## src/rtl/aes_pkg.sv

```systemverilog
// Shared constants and types for the AES-128 decryption round controller.
package aes_pkg;

    localparam int AES_NR  = 10;
    localparam int AES_BW  = 128;
    localparam int KEY_CNT = AES_NR + 1;

    typedef logic [AES_BW-1:0] block_t;
    typedef logic [3:0]        key_idx_t;

    typedef enum logic [2:0] {
        IDLE   = 3'd0,
        EXPAND = 3'd1,
        ADDKEY = 3'd2,
        ROUND  = 3'd3,
        OUT    = 3'd4
    } ctrl_state_e;

endpackage

```

## src/rtl/aes_dec_round_ctrl_if.sv

```systemverilog
// Job handshake between the storage front end (master) and the decryption controller (slave).
interface aes_dec_round_ctrl_if;
    import aes_pkg::*;

    logic   in_valid;
    logic   in_ready;
    block_t in_key;
    block_t in_data;
    logic   out_valid;
    logic   out_ready;
    block_t out_data;

    modport master (
        output in_valid, in_key, in_data, out_ready,
        input  in_ready, out_valid, out_data
    );

    modport slave (
        input  in_valid, in_key, in_data, out_ready,
        output in_ready, out_valid, out_data
    );

endinterface

```

## src/rtl/aes_round_key_store.sv

```systemverilog
// 11-entry round key cache: one write port, one read port, plus dedicated taps on keys[0] and keys[10].
module aes_round_key_store
    import aes_pkg::*;
(
    input  logic     clk,
    input  logic     we,
    input  key_idx_t wr_idx,
    input  block_t   wr_data,
    input  key_idx_t rd_idx,
    output block_t   rd_data,
    output block_t   key_first,
    output block_t   key_last
);

    localparam key_idx_t LAST_IDX = 4'(AES_NR);

    // Contents need no reset: the controller ignores them until key_valid is set.
    block_t keys [KEY_CNT];

    always_ff @(posedge clk) begin
        if (we && (wr_idx <= LAST_IDX)) begin
            keys[wr_idx] <= wr_data;
        end
    end

    assign rd_data   = (rd_idx <= LAST_IDX) ? keys[rd_idx] : '0;
    assign key_first = keys[0];
    assign key_last  = keys[AES_NR];

endmodule

```

## src/rtl/aes_dec_round_ctrl.sv

```systemverilog
// AES-128 decryption sequencer: caches the expanded key schedule and steps an external
// inverse-round datapath from round 9 down to round 0.
//
//   state  | meaning
//   IDLE   | waiting for a ciphertext/key job, in_ready high
//   EXPAND | building keys[1..10] through keygen, one per cycle
//   ADDKEY | initial AddRoundKey with keys[10]
//   ROUND  | one inverse round per cycle, rnd 9..0
//   OUT    | plaintext presented until out_ready
module aes_dec_round_ctrl
    import aes_pkg::*;
#(
    parameter int NR = AES_NR,
    parameter int BW = AES_BW
) (
    input  logic                 clk,
    input  logic                 rest,
    aes_dec_round_ctrl_if.slave  bus,
    output logic                 busy,
    output logic [3:0]           kg_round,
    output logic [BW-1:0]        kg_prev_key,
    input  logic [BW-1:0]        kg_key_out,
    output logic [BW-1:0]        rd_state,
    output logic [BW-1:0]        rd_key,
    output logic                 rd_last,
    input  logic [BW-1:0]        rd_result
);

    localparam key_idx_t LAST_IDX  = 4'(NR);
    localparam key_idx_t FIRST_RND = 4'(NR - 1);

    ctrl_state_e   state_q, state_nxt;
    key_idx_t      cnt_q;
    key_idx_t      rnd_q;
    logic          key_valid_q;
    logic [BW-1:0] data_reg;
    logic [BW-1:0] state_reg;

    logic          key_we;
    key_idx_t      key_wr_idx;
    logic [BW-1:0] key_wr_data;
    key_idx_t      key_rd_idx;
    logic [BW-1:0] key_rd_data;
    logic [BW-1:0] key_first;
    logic [BW-1:0] key_last;
    logic          key_hit;

    aes_round_key_store u_key_store (
        .clk       (clk),
        .we        (key_we),
        .wr_idx    (key_wr_idx),
        .wr_data   (key_wr_data),
        .rd_idx    (key_rd_idx),
        .rd_data   (key_rd_data),
        .key_first (key_first),
        .key_last  (key_last)
    );

    assign key_hit = key_valid_q && (bus.in_key == key_first);
    assign busy    = (state_q != IDLE);

    always_ff @(posedge clk or negedge rest) begin
        if (!rest) begin
            state_q <= IDLE;
        end else begin
            state_q <= state_nxt;
        end
    end

    always_comb begin
        state_nxt     = state_q;
        key_we        = 1'b0;
        key_wr_idx    = '0;
        key_wr_data   = kg_key_out;
        key_rd_idx    = '0;
        kg_round      = '0;
        kg_prev_key   = '0;
        rd_state      = '0;
        rd_key        = '0;
        rd_last       = 1'b0;
        bus.in_ready  = 1'b0;
        bus.out_valid = 1'b0;
        bus.out_data  = '0;

        case (state_q)
            IDLE: begin
                bus.in_ready = 1'b1;
                if (bus.in_valid) begin
                    key_we      = 1'b1;
                    key_wr_idx  = '0;
                    key_wr_data = bus.in_key;
                    state_nxt   = key_hit ? ADDKEY : EXPAND;
                end
            end
            EXPAND: begin
                kg_round    = cnt_q;
                key_rd_idx  = cnt_q - 4'd1;
                kg_prev_key = key_rd_data;
                key_we      = 1'b1;
                key_wr_idx  = cnt_q;
                key_wr_data = kg_key_out;
                if (cnt_q == LAST_IDX) begin
                    state_nxt = ADDKEY;
                end
            end
            ADDKEY: begin
                state_nxt = ROUND;
            end
            ROUND: begin
                key_rd_idx = rnd_q;
                rd_state   = state_reg;
                rd_key     = key_rd_data;
                rd_last    = (rnd_q == 4'd0);
                if (rnd_q == 4'd0) begin
                    state_nxt = OUT;
                end
            end
            OUT: begin
                bus.out_valid = 1'b1;
                bus.out_data  = state_reg;
                if (bus.out_ready) begin
                    state_nxt = IDLE;
                end
            end
            default: begin
                state_nxt = IDLE;
            end
        endcase
    end

    // A miss drops key_valid at accept so an abandoned expansion never leaves a stale hit behind.
    always_ff @(posedge clk or negedge rest) begin
        if (!rest) begin
            cnt_q       <= '0;
            rnd_q       <= '0;
            key_valid_q <= 1'b0;
            data_reg    <= '0;
            state_reg   <= '0;
        end else begin
            case (state_q)
                IDLE: begin
                    if (bus.in_valid) begin
                        data_reg <= bus.in_data;
                        if (!key_hit) begin
                            key_valid_q <= 1'b0;
                            cnt_q       <= 4'd1;
                        end
                    end
                end
                EXPAND: begin
                    cnt_q <= cnt_q + 4'd1;
                    if (cnt_q == LAST_IDX) begin
                        key_valid_q <= 1'b1;
                    end
                end
                ADDKEY: begin
                    state_reg <= data_reg ^ key_last;
                    rnd_q     <= FIRST_RND;
                end
                ROUND: begin
                    state_reg <= rd_result;
                    if (rnd_q != 4'd0) begin
                        rnd_q <= rnd_q - 4'd1;
                    end
                end
                default: begin
                end
            endcase
        end
    end

endmodule

```

## src/flat_wrapper.sv

```systemverilog
// flat-port wrapper written by rule: the top's interface ports become plain ports
module aes_dec_round_ctrl_flat import aes_pkg::*;
#(
    parameter int NR = AES_NR,
    parameter int BW = AES_BW
)
  (clk, rest, busy, kg_round, kg_prev_key, kg_key_out, rd_state, rd_key, rd_last, rd_result, bus_in_valid, bus_in_key, bus_in_data, bus_out_ready, bus_in_ready, bus_out_valid, bus_out_data);
  aes_dec_round_ctrl_if bus_i ();
  input  logic clk;
  input  logic rest;
  output logic busy;
  output logic [3:0] kg_round;
  output logic [BW-1:0] kg_prev_key;
  input  logic [BW-1:0] kg_key_out;
  output logic [BW-1:0] rd_state;
  output logic [BW-1:0] rd_key;
  output logic rd_last;
  input  logic [BW-1:0] rd_result;
  input wire logic [$bits(bus_i.in_valid)-1:0] bus_in_valid;
  input wire logic [$bits(bus_i.in_key)-1:0] bus_in_key;
  input wire logic [$bits(bus_i.in_data)-1:0] bus_in_data;
  input wire logic [$bits(bus_i.out_ready)-1:0] bus_out_ready;
  output wire logic [$bits(bus_i.in_ready)-1:0] bus_in_ready;
  output wire logic [$bits(bus_i.out_valid)-1:0] bus_out_valid;
  output wire logic [$bits(bus_i.out_data)-1:0] bus_out_data;
  assign bus_i.in_valid = bus_in_valid;
  assign bus_i.in_key = bus_in_key;
  assign bus_i.in_data = bus_in_data;
  assign bus_i.out_ready = bus_out_ready;
  assign bus_in_ready = bus_i.in_ready;
  assign bus_out_valid = bus_i.out_valid;
  assign bus_out_data = bus_i.out_data;
  aes_dec_round_ctrl #(.NR(NR), .BW(BW)) u_core (.clk(clk), .rest(rest), .bus(bus_i), .busy(busy), .kg_round(kg_round), .kg_prev_key(kg_prev_key), .kg_key_out(kg_key_out), .rd_state(rd_state), .rd_key(rd_key), .rd_last(rd_last), .rd_result(rd_result));
endmodule
```

## config.mk

```make
export PLATFORM = sky130hd
export DESIGN_NAME = aes_dec_round_ctrl_flat
export DESIGN_NICKNAME = d
export VERILOG_FILES = /design/src/rtl/aes_pkg.sv /design/src/rtl/aes_dec_round_ctrl_if.sv /design/src/rtl/aes_round_key_store.sv /design/src/rtl/aes_dec_round_ctrl.sv /design/src/flat_wrapper.sv
export SDC_FILE = /design/constraint.sdc
export NUM_CORES = 2
export LEC_CHECK = 0
export BUFFER_PORTS_ARGS = -buffer_cell sky130_fd_sc_hd__buf_2
export CAP_MARGIN = 25
export CORE_AREA = 2 2 400 402
export DETAILED_ROUTE_END_ITERATION = 16
export DIE_AREA = 0 0 402 404
export PLACE_DENSITY_LB_ADDON = 0.3
export SLEW_MARGIN = 25
export SYNTH_ARGS = -nofsm -noshare
export SYNTH_HDL_FRONTEND = slang
export SYNTH_SLANG_ARGS = --single-unit
```

## constraint.sdc

```tcl
create_clock -name clk -period 12.75 [get_ports clk]
set_clock_uncertainty 0.05 [all_clocks]
set_input_delay 2.55 -clock clk [delete_from_list [all_inputs] [get_ports clk]]
set_output_delay 2.55 -clock clk [all_outputs]
set_load 0.05 [all_outputs]
```

# Word-level counts from Yosys, hierarchy flattened
# Memory sizes are Yosys's and may differ from the RTL's.
# Index checks and enable logic that the tools add are counted.
# word_totals
register_bits,268
ramBits,1408
word_cells,70
mem_count,1
# memory_table
memory,words,word_bits,rd,rd_ports_with_merged_regs,wr,line,text
u_core.u_key_store.keys,11,128,3,0,1,aes_round_key_store.sv:18,block_t keys [KEY_CNT];
# classes
add_sub_neg,3
magnitude_cmp,2
n_eq_ne,12
n_mux,32
n_bitwise,1
reduce_logical,13
# ops
cell,count
2-to-1 mux 128 bit,7
one-hot mux 128 bit (2 select lines),1
== test 128 bit,1
XOR 128 bit,1
one-hot mux 4 bit (2 select lines),3
2-to-1 mux 4 bit,4
one-hot mux 3 bit (5 select lines),1
2-to-1 mux 3 bit,4
2-to-1 mux 1 bit,9
less-or-equal comparator 4 bit (second input constant),2
AND reduction 4 bit,2
subtractor 4 x 1 -> 4 bit (second input constant),2
== test 3 x 2 -> 1 bit (second input constant),2
inequality test 2 x 1 -> 1 bit (second input constant),3
inequality test 2 bit (second input constant),3
adder 4 x 1 -> 4 bit (second input constant),1
== test 4 bit (second input constant),1
zero test 4 bit,1
one-hot mux 1 bit (2 select lines),2
AND reduction 2 bit,2
nonzero test 2 bit,2
nonzero test 4 bit,1
== test 3 x 1 -> 1 bit (second input constant),1
== test 3 bit (second input constant),1
5 further kinds,6

# Longest topological paths before layout
# depth
word_depth,6
depth_mapped,13
ltp_nobuf,9

# Cells and area by module
# A second synthesis with hierarchy kept.
# unflattened
cells_unflattened,4766
hier_area_um2,73229.0
# modules_own_cells
module,n_inst,cells_per_inst,area_each_um2,seq_area_each_um2
aes_round_key_store,1,2619,54302.1,42280.6
aes_dec_round_ctrl,1,2147,18926.9,6706.4

# Worst setup path after synthesis
# No wires, ideal clock.
# synth_timing
path_kind,register to register
from,register u_core.state_q[2]
to,memory u_core.u_key_store.keys[8][0] (netlist name) (enable)
arrival_ps,13120
path_slack_ps,-1348
path_stages_with_launch,6
n_path_buf,1
period_less_slack_ps,14098
cell_sequence,dfrtp_1 nor2b_2 nor2b_1 clkbuf_1 nand2_1 nor4_1
# synth_via
elab_chain_cells,6
word_cells_on_any_way,8
classes_between,order compare (1); eq/ne (1); mux (4); reduce/logical (2)
# synth_lines
element,line,text
"start, declared",aes_dec_round_ctrl.sv:32,"ctrl_state_e state_q, state_nxt;"
"start signal, assigned",aes_dec_round_ctrl.sv:66,state_q <= state_nxt;
== test 3 x 1 -> 1 bit,aes_dec_round_ctrl.sv:85,case (state_q)
2-to-1 mux 4 bit,--,
less-or-equal comparator 4 bit,aes_round_key_store.sv:21,if (we && (wr_idx <= LAST_IDX)) begin
logical AND 1 bit,aes_round_key_store.sv:21,
2-to-1 mux 1 bit,aes_round_key_store.sv:21,
2-to-1 mux 1 bit (implied by the code),aes_round_key_store.sv:22,keys[wr_idx] <= wr_data;
"end, declared",aes_round_key_store.sv:18,
# Parallel ways exist; a longest one is shown, timed or not.

# Final worst setup path
# layout_timing
from,register u_core.state_q[2]
to,output rd_key[124]
# layout_via
elab_chain_cells,5
word_cells_on_any_way,7
classes_between,order compare (1); eq/ne (2); mux (3); memory (1)
# layout_lines
element,line,text
== test 3 x 2 -> 1 bit or == test 3 x 1 -> 1 bit (tied branches),aes_dec_round_ctrl.sv:85,
one-hot mux 4 bit (2 select lines),aes_dec_round_ctrl.sv:85,
memory read (11 x 128 bit) or less-or-equal comparator 4 bit (tied branches),--,
2-to-1 mux 128 bit,aes_round_key_store.sv:26,assign rd_data = (rd_idx <= LAST_IDX) ? keys[rd_idx] : '0;
2-to-1 mux 128 bit *,aes_dec_round_ctrl.sv:85,
"end, declared",flat_wrapper.sv:16,output logic [BW-1:0] rd_key;
# Mark *: on every way between the ends. The rest lies on a longest branch, timed or not.

==> impl_metrics.csv <==
group,metric,value,unit
critical_path,worst_setup_path_end_kind,"output port",
power_and_ir_drop,internal_power,13.4,mW
power_and_ir_drop,combPwrFrac,51.8,%
placement,dp_hpwl,167,mm
clocking,h-tree-depth,4,
yosys,syn-cell-area,74200,um^2
power_and_ir_drop,power,26.3,mW
critical_path,endpoint,"rd_key[124]",
clocking,cts_tree,"yes",
critical_path,path_max_fanout,77,
min_path,hp-class,"register to register",
global_route,grt_usage,31.2,%
critical_path,r2r-start,"u_core.state_q[2]$_DFFE_PN0P_",
global_route,grt.busiest_layer,"met2",
clocking,clk_latency,0.83,ns
critical_path,critPathMaxStageDelay,0.98,ns
timing,fin_ws,3.40,ns
drt,avgViaCountPerCell,6.01,
timing,worst-slew-pin-transition,1.26,ns
global_route,antenna_found_initial,59,
cells_and_area,n_fill_cell,13305,
timing,relSlewSlack,16.1,%
drt,first_iter_violations,6744,
run_status,outcome,"completed",
timing,finalSetupViolCount,0,
cells_and_area,area_growth,16.7,%
yosys,seq_area_frac_synth,66.0,%
placement,place_ws,4.45,ns
global_route,grt_pass1_vias,52384,
cells_and_area,multi_input_area,22700,um^2
timing,period_needed,9.35,ns
power_and_ir_drop,clkPwrFrac,18.9,%
timing,finalHoldViolCount,0,
drt,via_count,55576,
clocking,hold_buffers,0,
timing,setup_tns,0,ns
drt,drc,0,
critical_path,cp_slowest_cell,"buf_4",
critical_path,crit_path_start_kind,"register",
cells_and_area,mostFrequentLayoutCells,"edfxtp_1, nand2_1, buf_2",
cells_and_area,nNetsFinal,7536,
cells_and_area,ff_latch_area,49000,um^2
drt,wl_per_cell,28.3,um
flow_run,drv_cap,0,
power_and_ir_drop,switchingPower,12.9,mW
yosys,synthFlopType,"edfxtp_1",
cells_and_area,final_area,86600,um^2
clocking,cts_root_buf,"clkbuf_16",
cells_and_area,drive_gt1_share,23.7,%
yosys,synth_seq_cells,1676,
critical_path,startpoint,"u_core.state_q[2]$_DFFE_PN0P_",
die,rows,146,
critical_path,r2r_cells,10,
cells_and_area,layout_commonest_cell,"edfxtp_1",
yosys,yosys.area.top_type,"edfxtp_1",
yosys,synth_fp_nets,6729,
yosys,syn_avg_cell_area,11.9,um^2
power_and_ir_drop,p_sw_share,49.0,%
clocking,cts-resized-gates,0,
timing,hold_slack,0.445,ns
timing,clock.fmax,107,MHz
power_and_ir_drop,power_per_cell_area,303,nW/um^2
power_and_ir_drop,p_leak,33.9,nW
critical_path,cp_cell_sequence,"nor2b_4 -> buf_4 -> buf_4 -> buf_4 -> a31oi_1 -> a211oi_1 -> a311oi_1 -> a31o_1 -> a22oi_1 -> nor2_1 -> buf_2",
die,initial_core_util,47.0,%
clocking,post-cts-setup-buffer-count,0,
die,die_area,162000,um^2
clocking,cts_buffers,174,
clocking,cts_sinks,1676,
clocking,clkTransAtPathRegs,0.06,ns
critical_path,worstPathRequired,10.15,ns
yosys,synth_top_area_share,57.0,%
drt,dr.pass1.iters,9,
global_route,grt.met2_usage,47.5,%
critical_path,worst-r2r-setup-slack,5.50,ns
placement,io_buffers,1035,
placement,gp_congestion,0.897,
critical_path,cp_data_arrival_time,6.75,ns
die,die_w,402,um
yosys,synth_edf_count,1408,
drt,drtAntennaViolNets,0,
timing,final.period_utilization,73.3,%
drt,wl,262,mm
yosys,synthCells,6208,
yosys,yosys-top-cells-area,"edfxtp_1, dfrtp_1, nand2_1",
critical_path,path_common_cell,"buf_4",
timing,slew_viol_final,0,
power_and_ir_drop,ir_drop,321,uV
die,io_pins,1036,
power_and_ir_drop,seqPwrFrac,29.3,%
global_route,met1_usage,43.6,%
cells_and_area,largest_reg_flops,1408,
yosys,synthArstFlopShare,16.0,%
global_route,grt_pass1_wl,369,mm
die,die_y,404,um
global_route,grt_max_degree,197,
critical_path,r2r_end,"u_core.u_key_store.keys[3][76]$_DFFE_PP_",
die,fp.coreArea,158000,um^2
yosys,yosysUniqueCellTypes,57,
global_route,use_met3,7.16,%
yosys,synth.yosys.warnings,0,
critical_path,critPathKind,"register to output port",
global_route,grt_remaining_overflow,0,
timing,rsz0062_at_grt,"no",
placement,dpl_cell_area,80900,um^2
clocking,clockBufferDepth,3,
critical path: cells and delay by family (launching register included):
kind | cells | cell delay, ns
buffers and inverters | 4 | 2.84
AO/OA/AOI/OAI | 5 | 1.19
AND/OR/NAND/NOR | 2 | 1.03
flip-flops | 1 | 0.70
power by group through the flow:
stage / Sequential (mW) / Clock (mW) / Combinational (mW)
after floorplan: 7.69 / 0 / 9.54
after global placement: 7.75 / 0 / 13.3
after detailed placement: 7.79 / 0 / 13.4
after CTS: 7.69 / 5.01 / 13.5
after global routing: 7.78 / 5.23 / 14.4
final: 7.70 / 4.96 / 13.6
synthesized netlist by cell type (8+ instances only):
| cell type | instances |
|---|---|
| o22ai_1 | 11 |
| nand3_1 | 251 |
| buf_4 | 8 |
| nor4_1 | 10 |
| inv_1 | 165 |
| mux2_2 | 236 |
| o21ai_0 | 155 |
| buf_2 | 163 |
| nor2_1 | 529 |
| xor2_1 | 11 |
| a31o_1 | 126 |
| a22oi_2 | 58 |
| o211ai_1 | 8 |
| a31oi_1 | 256 |
| nand2b_1 | 14 |
| dfrtp_1 | 268 |
| a22oi_1 | 73 |
| edfxtp_1 | 1408 |
| buf_1 | 36 |
| xnor2_1 | 213 |
| nand2_1 | 1175 |
| a311oi_1 | 128 |
| a21oi_1 | 133 |
| clkbuf_1 | 279 |
| a211oi_1 | 128 |
| and3_1 | 260 |
| nor3_1 | 8 |
| nor2b_1 | 18 |
| nand4_1 | 24 |
per-stage QoR:
stage               cells  utilization [%]
finish               9250             54.8
global route         9238             54.8
CTS                  9230             54.7
detailed placement   8908             51.3
global placement     8907             51.2
floorplan            6208                -
cell families (layout without fill, tap and decap cells):
family | Yosys count | after routing | share of synthesized area (%)
multiplexers | 236 | 236 | 3.58
flip-flops | 1676 | 1676 | 66.0
AO/OA/AOI/OAI | 1105 | 1105 | 10.6
XOR/XNOR | 224 | 224 | 2.64
other | 0 | 17 | 0
AND/OR/NAND/NOR | 2306 | 2306 | 13.3
adder cells (fa/ha/maj) | 5 | 5 | 0.0843
buffers and inverters | 656 | 1609 | 3.69
area by class of cell:
type | instances | area share (%)
Tap cell | 2072 | 2.99
Inverter | 165 | 0.715
Timing Repair Buffer | 1122 | 7.07
Sequential cell | 1676 | 56.6
Clock buffer | 229 | 5.40
Multi-Input combinational cell | 3876 | 26.2
Antenna cell | 17 | 0.0491
Clock inverter | 93 | 0.973
how the worst min path moves through the flow:
stage                                           startpoint                          endpoint  cells past startpoint
after floorplan            u_core.state_reg[0]$_DFFE_PN0P_   u_core.state_reg[0]$_DFFE_PN0P_                      2
after global placement    u_core.state_reg[71]$_DFFE_PN0P_  u_core.state_reg[71]$_DFFE_PN0P_                      2
after detailed placement  u_core.state_reg[92]$_DFFE_PN0P_  u_core.state_reg[92]$_DFFE_PN0P_                      2
after CTS                 u_core.state_reg[92]$_DFFE_PN0P_  u_core.state_reg[92]$_DFFE_PN0P_                      2
after global routing      u_core.state_reg[62]$_DFFE_PN0P_  u_core.state_reg[62]$_DFFE_PN0P_                      2
final                     u_core.state_reg[72]$_DFFE_PN0P_  u_core.state_reg[72]$_DFFE_PN0P_                      2
per-layer routing:
| layer | vias to the layer above | part of all wire, % |
|---|---|---|
| met3 | 497 | 9.8 |
| met1 | 27756 | 41 |
| met4 | 48 | 3.9 |
| met2 | 3077 | 45 |
| met5 | - | 0.13 |
| li1 | 24198 | - |
(Power assumes the default switching activity.)
